===== src/rtl/if_fetch_unit.sv =====
// Instruction-fetch stage: owns the PC, issues single-outstanding requests to a
// variable-latency instruction memory and holds each fetched word until decode accepts it.
module if_fetch_unit #(
  parameter int               WIDTH     = 32,
  parameter logic [WIDTH-1:0] RESET_PC  = 32'h00000000,
  parameter logic [WIDTH-1:0] NOP_INSTR = 32'h00000013
) (
  input  logic             clk,
  input  logic             rst,
  input  logic             stall,
  input  logic             redirect,
  input  logic [WIDTH-1:0] redirect_pc,
  output logic             imem_req,
  output logic [WIDTH-1:0] imem_addr,
  input  logic             imem_rvalid,
  input  logic [WIDTH-1:0] imem_rdata,
  output logic [WIDTH-1:0] pc_if,
  output logic [WIDTH-1:0] instr_if,
  output logic             if_valid,
  output logic             fetch_busy
);

  typedef enum logic [1:0] {
    S_REQ   = 2'd0,
    S_WAIT  = 2'd1,
    S_HOLD  = 2'd2,
    S_DRAIN = 2'd3
  } state_t;

  state_t           state;
  state_t           state_nxt;
  logic [WIDTH-1:0] pc;
  logic [WIDTH-1:0] pc_nxt;
  logic [WIDTH-1:0] instr_buf;
  logic [WIDTH-1:0] instr_buf_nxt;
  logic [WIDTH-1:0] target_pc;

  // Redirect targets are word aligned; the low two bits are simply dropped.
  assign target_pc = redirect_pc & ~(WIDTH'(3));

  always_ff @(posedge clk or posedge rst) begin
    if (rst) begin
      state     <= S_REQ;
      pc        <= RESET_PC;
      instr_buf <= NOP_INSTR;
    end else begin
      state     <= state_nxt;
      pc        <= pc_nxt;
      instr_buf <= instr_buf_nxt;
    end
  end

  always_comb begin
    state_nxt     = state;
    pc_nxt        = pc;
    instr_buf_nxt = instr_buf;
    if (redirect) begin
      pc_nxt = target_pc;
      unique case (state)
        S_REQ:   state_nxt = S_REQ;
        // A killed request still owes us a response; DRAIN swallows it.
        S_WAIT:  state_nxt = imem_rvalid ? S_REQ : S_DRAIN;
        S_HOLD:  state_nxt = S_REQ;
        S_DRAIN: state_nxt = imem_rvalid ? S_REQ : S_DRAIN;
        default: state_nxt = S_REQ;
      endcase
    end else begin
      unique case (state)
        S_REQ:   state_nxt = S_WAIT;
        S_WAIT: begin
          if (imem_rvalid) begin
            instr_buf_nxt = imem_rdata;
            state_nxt     = S_HOLD;
          end
        end
        S_HOLD: begin
          if (!stall) begin
            pc_nxt    = pc + WIDTH'(4);
            state_nxt = S_REQ;
          end
        end
        S_DRAIN: begin
          if (imem_rvalid) state_nxt = S_REQ;
        end
        default: state_nxt = S_REQ;
      endcase
    end
  end

  // Outputs decode from registered state; only imem_req also sees redirect and reset.
  assign imem_req   = (state == S_REQ) && !redirect && !rst;
  assign imem_addr  = pc;
  assign if_valid   = (state == S_HOLD);
  assign instr_if   = (state == S_HOLD) ? instr_buf : NOP_INSTR;
  assign pc_if      = pc;
  assign fetch_busy = (state != S_HOLD);

endmodule


===== config.mk =====
export PLATFORM = sky130hd
export DESIGN_NAME = if_fetch_unit
export DESIGN_NICKNAME = d
export VERILOG_FILES = /design/src/rtl/if_fetch_unit.sv
export SDC_FILE = /design/constraint.sdc
export NUM_CORES = 1
export LEC_CHECK = 0
export CORE_MARGIN = 4
export CORE_UTILIZATION = 38
export CTS_BUF_LIST = sky130_fd_sc_hd__clkbuf_4 sky130_fd_sc_hd__clkbuf_8
export CTS_CLUSTER_SIZE = 16
export DETAILED_ROUTE_END_ITERATION = 8
export PLACE_DENSITY = 0.79
export SLEW_MARGIN = 20
export SYNTH_ARGS = -nofsm -noshare
export SYNTH_HDL_FRONTEND = slang
export SYNTH_SLANG_ARGS = --single-unit

===== constraint.sdc =====
create_clock -name clk -period 1.9 [get_ports clk]
set_input_delay 0.285 -clock clk [delete_from_list [all_inputs] [get_ports clk]]
set_output_delay 0.285 -clock clk [all_outputs]
set_load 0.02 [all_outputs]

Word-level counts from Yosys, hierarchy flattened. Index checks and enable logic that the tools add are counted.

Register bits: 66. Bits in latches: 0. Bits in writable memories: 0. Bits in read-only memories: 0. Logic and storage cells: 35. Memories: 0.

$add $sub $neg: 1. Multipliers: 0. Div/mod/pow operators: 0. Magnitude comparators: 0. Equality and inequality tests: 8. Shift operators: 0. Multiplexer cells: 11. Bitwise gates (word level): 1. Reductions and logical operators: 11.

Operators by type and width (number): $mux 32 (4); $add 32x3->32 const B (1); $mux 2 (5); $ne 3x3->1 const B (3); $pmux 2 s4 (1); $reduce_and 3->1 (2); $eq 2x2->1 const B (2); $pmux 2 s2 (1); $reduce_or 2->1 (2); $eq 2x1->1 const B (1); $logic_and 1x1->1 (2); $logic_not 1->1 (2); $logic_not 2->1 (1); $ne 2x1->1 const B (1); $ne 2x2->1 const B (1); $reduce_and 2->1 (1); $reduce_bool 2->1 (1); $not 1->1 (1).

Logic depth before layout (Yosys ltp).
Depth after elaboration: 4. Mapped depth: 6.

Worst setup path after synthesis. Ideal clock, no wire load.

Kind: register to register. Start point: register pc[2], in the netlist imem_addr[2]. End point: register pc[30], in the netlist imem_addr[30]. Setup time: 69 ps. Arrival: 1928 ps. Data required time: 1831 ps. Setup slack: -98 ps. Cell stages (with the launch flop): 7. Clock period less this slack: 1998 ps. Cell sequence: dfrtp_1 ha_1 and4bb_4 nand4_4 or3_1 or4_1 nand3_1.

Longest elaborated chain between the ends: 4.

Ends and longest elaborated chain: start, declared (RTL line 32) `logic [WIDTH-1:0] pc;`; start signal, assigned (RTL line 48) `pc <= pc_nxt;`; $add 32x3->32 (RTL line 78) `pc_nxt = pc + WIDTH'(4);`; $mux 32 (RTL line 77) `if (!stall) begin`; $mux 32 (RTL line 68) `unique case (state)`; $mux 32 (RTL line 57) `if (redirect) begin`.

Every way passes these cells. The select of a mux whose other input is x is not followed. A chain may end at the register's enable or synchronous reset.

Worst setup path in the final report.
Start point: register pc[3], in the netlist imem_addr[3]. End point: register pc[30], in the netlist imem_addr[30].

Same word-level chain as after synthesis.

==> key figures <==
Run status
  • Status: completed

Floorplanning
  • Die height: 104 µm
  • Row count: 34
  • CORE AREA: 0.00885 mm²
  • I/O pins: 168
  • Die area: 0.0108 mm²
  • Die width: 104 µm
  • Initial core utilization: 39.6%

Clocking
  • CTS tree: built
  • Clock sinks: 64
  • Hold-fix buffers at CTS: 0
  • Root Buffer: clkbuf_8
  • Worst-path clk slew: 70 ps
  • Clk_lat worst skew: ~340 ps
  • H-tree lvl count: 3
  • Cts bufs inserted: 9
  • CTS max path bufs: 2

Critical path
  • Crit path kind: flip-flop to flip-flop
  • Crit path required time: around 2200 ps
  • Worst setup SP type: flip-flop
  • Worst-path fanout max: 3
  • Reg-to-reg slack, setup: 50 ps
  • Crit. End Element: flip-flop
  • Worst endpoint data arrival time: between 2000 and 2500 ps

Global routing
  • Total grt overflow: 0
  • Initial antenna violation count: 0
  • Global-route wire length before repair: 15,700 µm
  • Largest net degree at the start of global routing: roughly 60
  • Vias in the first global route: 3,261
  • GRT Total Usage: 17.8%

Layout
  • Nets: approximately 570
  • Area Growth Syn to Fin: 50.6%
  • Antenna Diode Count: 0
  • Fin cells: roughly 610
  • Fin area: 0.00527 mm²
  • Fraction of final layout cells sized beyond drive strength 1: about a quarter
  • Filler instances: around 750
  • Finished Core Util: about three fifths

Pwr
  • Comb pwr share: between 30% and 40%
  • Leak: 2.25 nW
  • Internal: between 0.003 and 0.004 W
  • Net Sw Power: 0.00167 W
  • PwrDens: a little under 1000 mW/mm²
  • Clock network power share: 22.3%
  • Peak VDD IR: 0.000433 V
  • Sequential share of power: 39.9%
  • Sw Ratio: 32.7%

Timing
  • Worst-Margin Slew: 527 ps
  • Crit path time final: 1850 ps
  • Final hold violation count: 0
  • Setup skew after layout: roughly 10 ps
  • Final setup margin: 51.6 ps
  • Worst slew margin: 64.9%
  • Final Setup Violations: 0
  • Crit share post-route: 97.3%
  • Final slew viol count: 0
  • Fmax: 0.541 GHz
  • RSZ-0062 raised after global routing: true

Route
  • Avg WL per Cell: 15.3 µm
  • DR iter-0 viols: 100
  • Vias: between 2,000 and 3,000
  • Drt drc: 0
  • Via density: between 4 and 5
  • DR pass1 iterations: 4
  • Total Routed Length: between 9000 and 10,000 µm
  • Routed Antenna Nets: 0

Synthesis
  • Cells after Synth: 342
  • Avg Inst Size Synth: 10.2 µm²
  • Yosys cell types: 39
  • FF+latch count, synth: 64
  • Synth warn: 0
  • Synthesized area: 0.00350 mm²
  • Register area share after synthesis: 45.9%

Place
  • Dpl cells: between 500 and 600
  • Detailed Place HPWL: just over 7000 µm
  • Gpl congestion: ~0.80
  • DP Worst Slack: -254 ps
  • Dpl cell area: 0.00519 mm²
  • I/O Buffers: 161

Min path
  • Worst hold path class: input pin to flip-flop

Flow run
  • Maxcap violations: 0
power groups by stage:
stage	Clock, W	Combinational, W	Sequential [W]
floorplan	0	0.00114	0.00209
global placement	0	0.00204	0.00204
detailed placement	0	0.00208	0.00207
CTS	0.00118	0.00203	0.00205
global route	0.00124	0.00209	0.00210
finish	0.00114	0.00193	0.00204
cells by family after synthesis:
family | share of synthesized area (%)
AO/OA/AOI/OAI | 4.54
XOR/XNOR | 7.01
AND/OR/NAND/NOR | 20.8
multiplexers | 11.5
buffers and inverters | 9.79
other | 0.107
adder cells (fa/ha/maj) | 0.357
flip-flops | 45.9
final cells by class:
type	count	area (µm²)	share of cell area, %
clock buffer	10	131	2.49
clock inverter	6	60.1	1.14
inverter	4	18.8	0.356
multi-input combinational	227	1590	30.2
sequential	64	1610	30.5
tap	108	135	2.56
timing repair buffer	193	1730	32.8
state kept, by name, summed over array words and instances, names as in the netlist:
name,flops
imem_addr,30
state,2
instr_buf,32
worst max-delay path: stages, from the launching register on:
cell      delay, ps
dfrtp_1         360
ha_2            180
and4bb_4        270
nand4_4         100
or3_4           380
or4_4           420
nand3_2          70
metrics by stage:
stage          setup TNS (ps)  hold WS [ps]  power, W
2_1_floorplan           -82.4           406   0.00323
3_3_place_gp            -1710           464   0.00408
3_5_place_dp            -2140           472   0.00416
4_1_cts                     0           220   0.00526
5_1_grt                 -6.85           234   0.00543
6_report                    0           232   0.00511
layout by cell type, fill, tap and decap left out, drive strengths merged, types with 4 or more instances in the layout:
cell / n
clkdlybuf4s50: 124
dfrtp: 61
buf: 61
nand2: 38
mux2: 35
and2: 32
o21ai: 27
xnor2: 20
clkbuf: 11
nand3: 10
xor2: 8
nand4: 8
nor2: 6
and3: 6
and4: 6
nor3: 6
nor4: 4
conb: 4
clkdlybuf4s15: 4
cell usage after synthesis, drive strengths merged:
cell type	n	area share, %
xor2	8	2.0
a22oi	1	0.21
or3	1	0.18
nand4	8	2.0
and4	6	1.5
nand3	10	1.4
mux2	35	11
and2	32	5.7
inv	4	0.43
or2b	1	0.21
o31ai	1	0.21
clkbuf	11	1.2
nor4	4	0.71
and3	6	1.1
and2b	1	0.21
xnor2	20	5.0
a22o	1	0.25
mux2i	1	0.29
dfstp	3	2.3
o21ai	27	3.9
or4	1	0.21
dfrtp	61	44
nor3	6	0.86
ha	1	0.36
nor2	6	0.64
nor3b	2	0.57
conb	1	0.11
nor2b	2	0.36
nand2	38	4.1
nand2b	3	0.54
buf	39	8.2
and4bb	1	0.46
routing by layer:
layer	global-route usage (%)	wire, µm
met1	22.4	4340
met2	29.6	4390
met3	4.35	515
met4	6.36	129
met5	0	0
worst paths after layout:
check	startpoint	to	cells past startpoint
max	imem_addr[3]	imem_addr[30]	6
max reg2reg	imem_addr[3]	imem_addr[30]	6
min reg2reg	instr_buf[31]	instr_buf[31]	1
min in group asynchronous	rst	instr_buf[5]	3
max in group asynchronous	rst	imem_addr[2]	3
min	redirect	state[0]	2
what timing repair did:
action / 4_1_cts / 5_1_grt
resized for setup: 95 / 41
setup endpoints to repair: 35 / 38
pin swaps: 0 / 3
setup buffers: 0 / 1
(Power assumes the default switching activity.)
